==> src/rtl/if_prefetch_queue.sv <==
// Instruction-fetch prefetch queue: fetches sequential words over a request/ack
// handshake into a circular buffer and hands the head entry to the IF stage.
module if_prefetch_queue #(
    parameter int unsigned DEPTH    = 4,
    parameter logic [31:0] RESET_PC = 32'h0000_0000
) (
    input  logic        clock,
    input  logic        reset,
    output logic        out_IMemRequest,
    output logic [31:0] out_IMemAddress,
    input  logic        in_IMemAck,
    input  logic [31:0] in_IMemData,
    input  logic        in_BranchValid,
    input  logic [31:0] in_BranchTarget,
    input  logic        in_IFCanGo,
    output logic        out_IFOwnCanGo,
    output logic [31:0] out_Instruction,
    output logic [31:0] out_InstructionAddress
);

    localparam int unsigned PTR_W = $clog2(DEPTH);
    localparam int unsigned CNT_W = PTR_W + 1;
    localparam logic [CNT_W-1:0] FULL = CNT_W'(DEPTH);

    typedef enum logic [1:0] {
        S_IDLE,
        S_BUSY,
        S_DROP
    } state_t;

    state_t             state;
    state_t             state_next;
    logic [31:0]        pc;
    logic [31:0]        pc_next;
    logic [31:0]        drop_addr;
    logic [31:0]        drop_addr_next;
    logic [PTR_W-1:0]   rd_ptr;
    logic [PTR_W-1:0]   wr_ptr;
    logic [CNT_W-1:0]   count;
    logic [CNT_W-1:0]   count_next;
    logic [31:0]        addr_mem [DEPTH];
    logic [31:0]        data_mem [DEPTH];

    logic        ack;
    logic        push;
    logic        pop;
    logic        flush;
    logic [31:0] target;
    logic        unused_target_lsbs;

    assign target             = {in_BranchTarget[31:2], 2'b00};
    assign unused_target_lsbs = ^in_BranchTarget[1:0];

    assign out_IMemRequest = (state == S_BUSY) || (state == S_DROP);
    assign ack             = in_IMemAck && out_IMemRequest;
    assign flush           = in_BranchValid;
    // A redirect wins over everything: nothing enters or leaves the buffer that cycle.
    assign push            = (state == S_BUSY) && ack && !flush;
    assign pop             = in_IFCanGo && out_IFOwnCanGo && !flush;

    assign out_IFOwnCanGo         = (count != '0);
    assign out_Instruction        = out_IFOwnCanGo ? data_mem[rd_ptr] : 32'h0;
    assign out_InstructionAddress = out_IFOwnCanGo ? addr_mem[rd_ptr] : 32'h0;

    always_comb begin
        unique case (state)
            S_BUSY:  out_IMemAddress = pc;
            S_DROP:  out_IMemAddress = drop_addr;
            default: out_IMemAddress = 32'h0;
        endcase
    end

    always_comb begin
        unique case ({push, pop})
            2'b10:   count_next = count + CNT_W'(1);
            2'b01:   count_next = count - CNT_W'(1);
            default: count_next = count;
        endcase
    end

    // NOTE: every output of a combinational block gets a default first, so
    // no path through the case statement can leave one unassigned (latch).
    always_comb begin
        state_next     = state;
        pc_next        = pc;
        drop_addr_next = drop_addr;
        unique case (state)
            S_IDLE: begin
                if (flush) begin
                    pc_next = target;
                end else if (count < FULL) begin
                    state_next = S_BUSY;
                end
            end
            S_BUSY: begin
                if (flush) begin
                    pc_next = target;
                    if (ack) begin
                        state_next = S_IDLE;
                    end else begin
                        // The memory still owes a response for the old address.
                        state_next     = S_DROP;
                        drop_addr_next = pc;
                    end
                end else if (ack) begin
                    pc_next    = pc + 32'd4;
                    state_next = (count_next < FULL) ? S_BUSY : S_IDLE;
                end
            end
            S_DROP: begin
                if (flush) begin
                    pc_next = target;
                end else if (ack) begin
                    state_next = S_IDLE;
                end
            end
            default: state_next = S_IDLE;
        endcase
    end

    // NOTE: state registers use non-blocking assignments so every flop samples
    // the pre-edge values regardless of the order the blocks are evaluated in.
    always_ff @(posedge clock or negedge reset) begin
        if (!reset) begin
            state     <= S_IDLE;
            pc        <= RESET_PC;
            drop_addr <= 32'h0;
            rd_ptr    <= '0;
            wr_ptr    <= '0;
            count     <= '0;
        end else begin
            state     <= state_next;
            pc        <= pc_next;
            drop_addr <= drop_addr_next;
            if (flush) begin
                rd_ptr <= '0;
                wr_ptr <= '0;
                count  <= '0;
            end else begin
                if (push) wr_ptr <= wr_ptr + PTR_W'(1);
                if (pop)  rd_ptr <= rd_ptr + PTR_W'(1);
                count <= count_next;
            end
        end
    end

    // NOTE: the storage array has no reset; entries are only observable once
    // count says they were written, so clearing them would buy nothing.
    always_ff @(posedge clock) begin
        if (push) begin
            addr_mem[wr_ptr] <= pc;
            data_mem[wr_ptr] <= in_IMemData;
        end
    end

endmodule

==> config.mk <==
export PLATFORM = sky130hd
export DESIGN_NAME = if_prefetch_queue
export DESIGN_NICKNAME = d
export VERILOG_FILES = /design/src/rtl/if_prefetch_queue.sv
export SDC_FILE = /design/constraint.sdc
export NUM_CORES = 1
export LEC_CHECK = 0
export CAP_MARGIN = 20
export CORE_AREA = 5 5 242 173
export CTS_CLUSTER_SIZE = 8
export DETAILED_ROUTE_END_ITERATION = 6
export DIE_AREA = 0 0 247 178
export SLEW_MARGIN = 0
export SYNTH_ARGS = -nofsm -noshare
export SYNTH_HDL_FRONTEND = slang
export SYNTH_SLANG_ARGS = --single-unit
==> constraint.sdc <==
create_clock -name clock -period 3.3 [get_ports clock]
set_input_delay 0.66 -clock clock [delete_from_list [all_inputs] [get_ports clock]]
set_output_delay 0.66 -clock clock [all_outputs]
set_load 0.03 [all_outputs]
==> flow_summary.json, run 1 <==
{
  "outcome": "finished clean",
  "grt_pass1_vias": 8451,
  "clock_skew_ps": 14.4,
  "tritoncts": "done",
  "finalSetupTns_ps": 0,
  "coreArea_um2": 39300,
  "synthDistinctLibCells": 50,
  "clk_pin_slew_ps": 50,
  "crit_path_max_fanout": 15,
  "antenna_found_initial": 0,
  "ys_async_sr_fraction": 0.218,
  "dr.pass1.iters": 5,
  "drv_slew": 0,
  "cap_violations": 0,
  "rows": 61,
  "grt_overflow_total": 0,
  "first_iter_violations": 629,
  "grt_pass1_wl_mm": 52.3,
  "cts.sinks": 317,
  "cp.arrival_ps": 2550,
  "ys_top_cells_by_area": "edfxtp_1 55%, dfrtp_1 13%, mux4_2 10%",
  "fin_area_um2": 17600,
  "htreeDepth": 2,
  "die_h_um": 178,
  "post-dp-hpwl_mm": 23.1,
  "start_kind": "flop",
  "place_congestion": 0.864,
  "yosysTopAreaCellShare": 0.549,
  "cp-end-kind": "primary output",
  "cts_buffer_depth": 3,
  "seq_area_frac_synth": 0.677,
  "multi_input_area_um2": 4120,
  "wl_per_cell_um": 21.4,
  "die_w_um": 247,
  "ys_ff_latch": 317,
  "dr_total_vias": 8186,
  "synth_ff_type": "edfxtp_1",
  "min_path_type": "primary input to async pin",
  "io_buffers": 160,
  "syn_area_um2": 13600,
  "yosys.area.top_type": "edfxtp_1",
  "cts_root_buf": "clkbuf_16",
  "finalHoldViolCount": 0,
  "leakagePower_nw": 6.79,
  "placed_cells": 1546,
  "finalWirelength_mm": 34.7,
  "fin_crit_sh": 0.972,
  "viasPerCell": 5.05,
  "dieArea_um2": 44000,
  "netlist_instances": 860,
  "area_delta_synth_final_pct": 30.0,
  "relSlewSlack": 0.457,
  "clock_latency_ps": 530,
  "crit_required_ps": 2640,
  "rsz0062_at_grt": "false",
  "fmax_mhz": 312,
  "synth_edf_count": 248,
  "p_per_area_nw_per_um2": 775,
  "ant_nets": 0,
  "initial_core_util": 0.345,
  "irDropWorstVdd_mv": 0.567,
  "final-seq-area_um2": 9180,
  "layoutNonFillerInstCount": 1621,
  "yosysWarnings": 0,
  "drc": 0,
  "placed_area_um2": 16200,
  "n_fill_cell": 3468,
  "grtUsageTotal": 0.157,
  "period_needed_ps": 3210,
  "nNetsFinal": 1141,
  "tightestPinTransition_ps": 815,
  "critPathKind": "flop to primary output",
  "numCtsBuffers": 45,
  "setup_viol_count_final": 0,
  "avgSynthCellArea_um2": 15.8,
  "grt_max_degree": 48,
  "drive_gt1_frac": 0.202,
  "antenna_cells": 0,
  "io_pins": 167
}
## power by group
| part | leakage [nW] | switching (mW) | internal [mW] | total (mW) |
|---|---|---|---|---|
| sequential | 3.04 | 0.679 | 5.09 | 5.76 |
| combinational | 3.13 | 2.07 | 1.63 | 3.71 |
| clock | 0.616 | 1.60 | 2.59 | 4.19 |
| total | 6.79 | 4.35 | 9.31 | 13.7 |
## cells in the mapped netlist, types with 2 or more instances
cell type    n
edfxtp_1   248
and2_1      71
dfrtp_1     69
mux4_2      62
clkbuf_1    37
nand2_1     36
a21oi_1     34
nand3_1     34
a22oi_1     31
nor2b_1     30
nor2_1      28
mux2_2      27
o21ai_0     18
buf_2       15
ha_1        12
o22ai_1     12
a2bb2oi_1   11
nand4_1     11
inv_1       10
nor3_1       8
nor4_1       6
mux2i_1      5
buf_4        4
or3_1        4
xor2_1       4
a211o_1      3
and3_1       3
a31oi_1      2
buf_1        2
clkbuf_2     2
xnor2_1      2
## cell usage in the layout (no fill, tap or decap), types with 30 or more instances in the layout
| master | count |
|---|---|
| a21oi_1 | 34 |
| a22oi_1 | 31 |
| and2_1 | 67 |
| buf_4 | 38 |
| clkbuf_16 | 47 |
| clkdlybuf4s50_1 | 83 |
| dfrtp_1 | 67 |
| dlymetal6s2s_1 | 41 |
| edfxtp_1 | 248 |
| mux4_2 | 62 |
| nand2_1 | 36 |
| nand3_1 | 34 |
| nor2b_1 | 30 |
## cells by family (layout without fill, tap and decap cells)
logic type | Yosys count | count (layout) | share of synthesized area
adders and majority gates | 12 | 12 | 0.0111
DFF | 317 | 317 | 0.677
other | 1 | 4 | 0.000277
muxes | 94 | 94 | 0.129
buffers and inverters | 70 | 293 | 0.0221
AOI/OAI and AO/OA | 118 | 118 | 0.0568
and+or+nand+nor | 242 | 242 | 0.100
xor gates and xnor gates | 6 | 6 | 0.00388
## metrics by stage
stage	total power, mW	utilization	hold WS (ps)	worst slack (ps)
floorplan	7.87	-	364	123
global placement	9.52	0.413	466	209
detailed placement	9.59	0.413	481	210
CTS	13.8	0.446	232	1.43
global route	14.3	0.448	266	1.63
finish	13.7	0.448	218	90.8
## state kept, by name (all words and copies together), names as in the netlist
| signal | cells |
|---|---|
| pc | 30 |
| drop_addr | 30 |
| data_mem | 128 |
| state | 2 |
| rd_ptr | 2 |
| wr_ptr | 2 |
| addr_mem | 120 |
| count | 3 |
## final timing paths
check | startpoint | endpoint | slack [ps] | cells past startpoint
max | rd_ptr[0] | out_InstructionAddress[19] | 90 | 4
max reg2reg | state[1] | state[0] | 410 | 14
min reg2reg | drop_addr[6] | drop_addr[6] | 500 | 2
min in group clock | drop_addr[6] | drop_addr[6] | 500 | 2
max in group asynchronous | reset | pc[22] | 2310 | 2
min | reset | drop_addr[11] | 220 | 1
## metal layers
metal,share of wire,track usage,vias up
li1,-,-,3743
met1,0.49,0.238,4115
met2,0.42,0.227,276
met3,0.063,0.0340,52
met4,0.023,0.0441,0
met5,0,0,-
## repair_timing
| item | CTS | global route |
|---|---|---|
| hold buffers | 0 | 0 |
| buffers inserted | 2 | 0 |
| setup endpoints to repair | 76 | 41 |
| resized for setup | 23 | 41 |
| pin swaps | 0 | 0 |
## worst max-delay path: stages (launching register included)
cell             delay [ps]
dfrtp_4                 510
buf_12                  210
mux4_2                  520
and2_1                  180
clkdlybuf4s50_1         590
## layout make-up
cell class                      count  area share
Clock buffer                       71      0.0719
Clock inverter                      2    0.000781
Inverter                           10     0.00213
Multi-Input combinational cell    476       0.234
Sequential cell                   317       0.521
Tap cell                          535      0.0380
Timing Repair Buffer              210       0.132
No activity file was read; power rests on OpenSTA's default activity.
==> run 2, diff against run 1 <==
Settings changed: GPL_ROUTABILITY_DRIVEN from default to 0.
==> results of run 2 <==
The final DEF is identical to that of run 1; final timing and power are the same.
